$ cat config.mk
export PLATFORM = sky130hd
export DESIGN_NAME = mio_bus_arbiter
export DESIGN_NICKNAME = d
export VERILOG_FILES = /design/src/rtl/mio_bus_arbiter.sv
export SDC_FILE = /design/constraint.sdc
export NUM_CORES = 1
export LEC_CHECK = 0
export ABC_AREA = 1
export ABC_CLOCK_PERIOD_IN_PS = 2500
export BUFFER_PORTS_ARGS = -buffer_cell sky130_fd_sc_hd__buf_4
export CAP_MARGIN = 10
export CORE_MARGIN = 2
export CORE_UTILIZATION = 30
export CTS_BUF_LIST = sky130_fd_sc_hd__clkbuf_4 sky130_fd_sc_hd__clkbuf_8 sky130_fd_sc_hd__clkbuf_16
export CTS_CLUSTER_DIAMETER = 40
export DETAILED_ROUTE_END_ITERATION = 8
export HOLD_SLACK_MARGIN = 0.02
export PLACE_DENSITY = 0.64
export SYNTH_ARGS = -nofsm -noshare
export SYNTH_HDL_FRONTEND = slang
export SYNTH_SLANG_ARGS = --single-unit
$ cat constraint.sdc
create_clock -name clk -period 2.5 [get_ports clk]
set_input_delay 0.375 -clock clk [delete_from_list [all_inputs] [get_ports clk]]
set_output_delay 0.375 -clock clk [all_outputs]
set_load 0.01 [all_outputs]
$ cat src/rtl/mio_bus_arbiter.sv
// CPU/aux memory-IO bus arbiter: round-robin grant, RAM/IO decode, fixed RAM latency, IO ack wait.
// Optional IO wait-state timeout with sticky bus_err, enabled by defining BUS_TIMEOUT_EN.
module mio_bus_arbiter #(
    parameter int         ADDR_W  = 12,
    parameter int         RAM_LAT = 2,
    parameter logic [3:0] IO_NIB  = 4'hF,
    parameter int         TIMEOUT = 16
) (
    input  logic              clk,
    input  logic              reset,
    input  logic              cpu_req,
    input  logic              cpu_we,
    input  logic [31:0]       cpu_addr,
    input  logic [31:0]       cpu_wdata,
    output logic [31:0]       cpu_rdata,
    output logic              cpu_ready,
    input  logic              aux_req,
    input  logic [31:0]       aux_addr,
    output logic [31:0]       aux_rdata,
    output logic              aux_ready,
    output logic              ram_en,
    output logic              ram_we,
    output logic [ADDR_W-1:0] ram_addr,
    output logic [31:0]       ram_wdata,
    input  logic [31:0]       ram_rdata,
    output logic              io_rd,
    output logic              io_wr,
    output logic [31:0]       io_addr,
    output logic [31:0]       io_wdata,
    input  logic [31:0]       io_rdata,
    input  logic              io_ack,
    output logic              bus_err,
    output logic [1:0]        state
);

    typedef enum logic [1:0] {
        IDLE     = 2'd0,
        RAM_WAIT = 2'd1,
        IO_WAIT  = 2'd2,
        DONE     = 2'd3
    } state_t;

    localparam logic M_CPU = 1'b0;
    localparam logic M_AUX = 1'b1;

    if (RAM_LAT < 1 || RAM_LAT > 15 || TIMEOUT < 1) begin : g_param_check
        $error("mio_bus_arbiter: RAM_LAT must be 1..15 and TIMEOUT at least 1");
    end

    state_t      state_q;
    state_t      state_d;
    logic        gnt_q;
    logic        last_grant_q;
    logic        we_q;
    logic        ram_first_q;
    logic [3:0]  lat_cnt_q;
    logic [31:0] addr_q;
    logic [31:0] wdata_q;
    logic [31:0] cpu_rdata_q;
    logic [31:0] aux_rdata_q;

    logic        grant_cpu;
    logic        grant_aux;
    logic        grant_any;
    logic        cpu_is_io;
    logic        accept;
    logic        ram_last;
    logic        timeout_hit;

    // Round-robin: on a tie the master that did not win last time is granted.
    always_comb begin
        grant_cpu = cpu_req && (!aux_req || (last_grant_q == M_AUX));
        grant_aux = aux_req && !grant_cpu;
        grant_any = grant_cpu || grant_aux;
        cpu_is_io = (cpu_addr[31:28] == IO_NIB);
        accept    = (state_q == IDLE) && grant_any;
    end

    // The strobe cycle is not counted; the counter then runs RAM_LAT..1 and data is taken at 1.
    assign ram_last = (state_q == RAM_WAIT) && !ram_first_q && (lat_cnt_q == 4'd1);

`ifdef BUS_TIMEOUT_EN
    localparam int TO_W = $clog2(TIMEOUT + 1);

    logic [TO_W-1:0] to_cnt_q;
    logic            bus_err_q;

    // io_ack in the final allowed cycle wins over the timeout.
    assign timeout_hit = (state_q == IO_WAIT) && !io_ack && (to_cnt_q == TO_W'(TIMEOUT - 1));

    always_ff @(posedge clk) begin
        if (reset) begin
            to_cnt_q  <= '0;
            bus_err_q <= 1'b0;
        end else begin
            if (state_q != IO_WAIT) begin
                to_cnt_q <= '0;
            end else begin
                to_cnt_q <= to_cnt_q + TO_W'(1);
            end
            if (timeout_hit) begin
                bus_err_q <= 1'b1;
            end
        end
    end

    assign bus_err = bus_err_q;
`else
    assign timeout_hit = 1'b0;
    assign bus_err     = 1'b0;
`endif

    always_ff @(posedge clk) begin
        if (reset) begin
            state_q <= IDLE;
        end else begin
            state_q <= state_d;
        end
    end

    always_comb begin
        state_d = state_q;
        case (state_q)
            IDLE: begin
                if (grant_any) begin
                    state_d = (grant_cpu && cpu_is_io) ? IO_WAIT : RAM_WAIT;
                end
            end
            RAM_WAIT: begin
                if (ram_last) begin
                    state_d = DONE;
                end
            end
            IO_WAIT: begin
                if (io_ack || timeout_hit) begin
                    state_d = DONE;
                end
            end
            DONE:    state_d = IDLE;
            default: state_d = IDLE;
        endcase
    end

    always_comb begin
        ram_en    = (state_q == RAM_WAIT) && ram_first_q;
        ram_we    = ram_en && we_q;
        io_rd     = (state_q == IO_WAIT) && !we_q;
        io_wr     = (state_q == IO_WAIT) && we_q;
        cpu_ready = (state_q == DONE) && (gnt_q == M_CPU);
        aux_ready = (state_q == DONE) && (gnt_q == M_AUX);
    end

    always_ff @(posedge clk) begin
        if (reset) begin
            gnt_q        <= M_CPU;
            last_grant_q <= M_AUX;
            ram_first_q  <= 1'b0;
            lat_cnt_q    <= '0;
        end else if (accept) begin
            gnt_q        <= grant_aux;
            last_grant_q <= grant_aux;
            ram_first_q  <= 1'b1;
            lat_cnt_q    <= 4'(RAM_LAT);
        end else if (state_q == RAM_WAIT) begin
            if (ram_first_q) begin
                ram_first_q <= 1'b0;
            end else begin
                lat_cnt_q <= lat_cnt_q - 4'd1;
            end
        end
    end

    // Request capture; aux is always a RAM read.
    always_ff @(posedge clk) begin
        if (accept) begin
            addr_q  <= grant_cpu ? cpu_addr : aux_addr;
            we_q    <= grant_cpu && cpu_we;
            wdata_q <= grant_cpu ? cpu_wdata : 32'h0;
        end
    end

    always_ff @(posedge clk) begin
        if (reset) begin
            cpu_rdata_q <= '0;
            aux_rdata_q <= '0;
        end else if (ram_last && !we_q) begin
            if (gnt_q == M_CPU) begin
                cpu_rdata_q <= ram_rdata;
            end else begin
                aux_rdata_q <= ram_rdata;
            end
        end else if ((state_q == IO_WAIT) && !we_q) begin
            if (io_ack) begin
                cpu_rdata_q <= io_rdata;
            end else if (timeout_hit) begin
                cpu_rdata_q <= 32'hDEADBEEF;
            end
        end
    end

    assign ram_addr  = addr_q[ADDR_W+1:2];
    assign ram_wdata = wdata_q;
    assign io_addr   = addr_q;
    assign io_wdata  = wdata_q;
    assign cpu_rdata = cpu_rdata_q;
    assign aux_rdata = aux_rdata_q;
    assign state     = state_q;

endmodule

==> impl_metrics.csv <==
group,metric,value,unit
place,pre_cts_slack,0.568,ns
place,portBuffers,345,
grt,grt-ovfl-total,0,
logic_synthesis,ys_warn_count,0,
logic_synthesis,avgSynthCellArea,7.81,um2
critical_path,cp_max_fo,42,
logic_synthesis,synthDistinctLibCells,28,
drt,firstDrtPassIters,4,
timing,post-route-worst-setup-slack,0.568,ns
die,dieArea,22600,um2
drt,post_drt_via_cell_ratio,4.22,
clock_network,cts_resized,0,
logic_synthesis,syn-cell-area,6420,um2
cells_and_area,syn2layout_area_growth,47.9,%
timing,period_needed,1.93,ns
timing,worst_pin_slew,0.709,ns
clock_network,cts_tree,"built",
critical_path,crit_type,"reg2reg",
critical_path,critPathCaptureType,"flip-flop",
hold_path,worst_hold_path_type,"in2reg",
clock_network,htreeDepth,4,
timing,period_share,77.3,%
logic_synthesis,syn-num-nets,994,
pwr,p_per_area,908,nW/um2
timing,rsz0062_at_grt,"no",
place,gp_congestion,0.811,
cells_and_area,mostFrequentLayoutCells,"buf_4 (350), nand2_1 (282), nor2_1 (170)",
timing,drv_slew,0,
die,die_w,150,um
die,fp.coreArea,21000,um2
critical_path,worst_setup_path_start_kind,"flip-flop",
timing,relSlewSlack,52.7,%
drt,wl_per_cell,13.6,um
place,dpl.hpwl,14300,um
clock_network,cts.path.max_buffers,2,
die,ioPinCount,347,
critical_path,required,2.80,ns
logic_synthesis,synth-seq-area-share,53.1,%
timing,finalSetupViolations,0,
timing,fin_skew,0.0117,ns
clock_network,postCtsSetupBuffers,0,
outcome,status,"finished, final reports clean",
clock_network,path_clk_slew,0.06,ns
timing,hold_violations,0,
clock_network,cts_hold_buf,0,
die,rows,53,
grt,grt_util_all_layers,16.0,%
timing,tns,0,ns
timing,timing.fmax,518,MHz
logic_synthesis,ys_ff_latch,138,
clock_network,cts_buffers,17,
drt,ant_nets,0,
cells_and_area,final_nets,1286,
job,maxCapViolCount,0,
grt,grt_max_degree,69,
drt,dr_total_vias,5910,
die,die_height,150,um
logic_synthesis,synth_cells,822,
cells_and_area,antenna_cells,0,
clock_network,clock_sinks,138,
clock_network,root_buffer,"clkbuf_16",
critical_path,crit_arrival,2.23,ns
pwr,max-vdd-ir-drop,0.418,mV
cells_and_area,final_common_cell,"buf_4",
drt,drcViolationCount,0,
drt,routed_wl,19000,um
clock_network,clk_latency,0.41,ns
die,start_util,30.6,%
grt,grt_pass1_vias,5376,
pwr,power_leakage,4.91,nW
grt,grt_pass1_wl,27900,um
cells_and_area,drive_above_1_share,35.8,%
drt,drt_iter0_drc,237,
grt,antenna_found_initial,0,
## worst paths after layout
path                                           startpoint                        end  slack [ns]  depth (start not counted)
worst min-delay path                                reset         gnt_q$_SDFFE_PP0P_        0.15                          2
worst min register to register  last_grant_q$_SDFFE_PP1P_  last_grant_q$_SDFFE_PP1P_        0.48                          2
worst max register to register      state[1]$_SDFFE_PP0P_  cpu_rdata[4]$_SDFFE_PP0P_        0.57                         10
worst max-delay path                state[1]$_SDFFE_PP0P_  cpu_rdata[4]$_SDFFE_PP0P_        0.57                         10
## layout make-up
cell class	instances	area, um2
tap	275	344
sequential	138	3410
timing repair buffer	353	2690
multi-input combinational	517	2150
fill	2159	11500
clock inverter	11	81.3
inverter	87	330
clock buffer	21	490
## through the flow
stage	instance area, um2	power (mW)	util [%]	instances	hold slack (ns)
after CTS	9500	8.75	45.2	1402	0.123
after global placement	8920	6.25	42.5	1370	0.453
after detailed placement	8920	6.29	42.5	1370	0.468
final	9500	8.62	45.2	1402	0.154
after floorplan	6430	4.94	-	822	0.429
after global routing	9500	9.11	45.2	1402	0.138
## report_power, final
| part | internal [mW] | switching, mW |
|---|---|---|
| logic | 1.34 | 1.48 |
| clock network | 1.42 | 0.996 |
| registers | 3.04 | 0.333 |
## routing by layer
metal | vias to the layer above | GRT usage [%] | wire, um
met5 | - | 0 | 0
met2 | 249 | 27.4 | 9310
li1 | 3024 | - | -
met3 | 25 | 6.09 | 1910
met1 | 2612 | 18.6 | 7480
met4 | 0 | 4.81 | 323
## synth_stat cells, drive strengths merged
| cell type | number | area (um2) |
|---|---|---|
| xor2 | 1 | 8.76 |
| nand2 | 284 | 1070 |
| dfxtp | 73 | 1460 |
| nand3 | 5 | 30.0 |
| edfxtp | 65 | 1950 |
| o21ai | 35 | 179 |
| buf | 66 | 483 |
| nor2 | 175 | 688 |
| or2 | 1 | 6.26 |
| xnor2 | 1 | 8.76 |
| conb | 1 | 3.75 |
| nor3 | 1 | 5.00 |
| nand4 | 3 | 48.8 |
| ha | 6 | 75.1 |
| a21oi | 4 | 20.0 |
| inv | 87 | 327 |
| clkbuf | 14 | 52.6 |
## registers in the layout (all words and copies together), names as in the netlist
register      count
cpu_rdata        32
ram_first_q       1
gnt_q             1
last_grant_q      1
io_addr          32
we_q              1
aux_rdata        32
io_wdata         32
state             2
lat_cnt_q         4
## critical path: stages (launching register included)
cell and delay [ns]:
dfxtp_1 0.34, inv_1 0.10, ha_1 0.23, nand2_1 0.10
nor2_2 0.14, nand4_4 0.19, nand2_4 0.29, buf_12 0.24
nand2_1 0.07, nand2_1 0.06, nor2_1 0.04
## cells by family after synthesis
family                     share of synthesized area (%)
adders and majority gates                           1.17
xor gates and xnor gates                           0.273
AOI/OAI and AO/OA                                   3.10
and+or+nand+nor                                     28.8
DFF                                                 53.1
buffers and inverters                               13.4
other                                             0.0584
No activity file was read; power rests on OpenSTA's default activity.
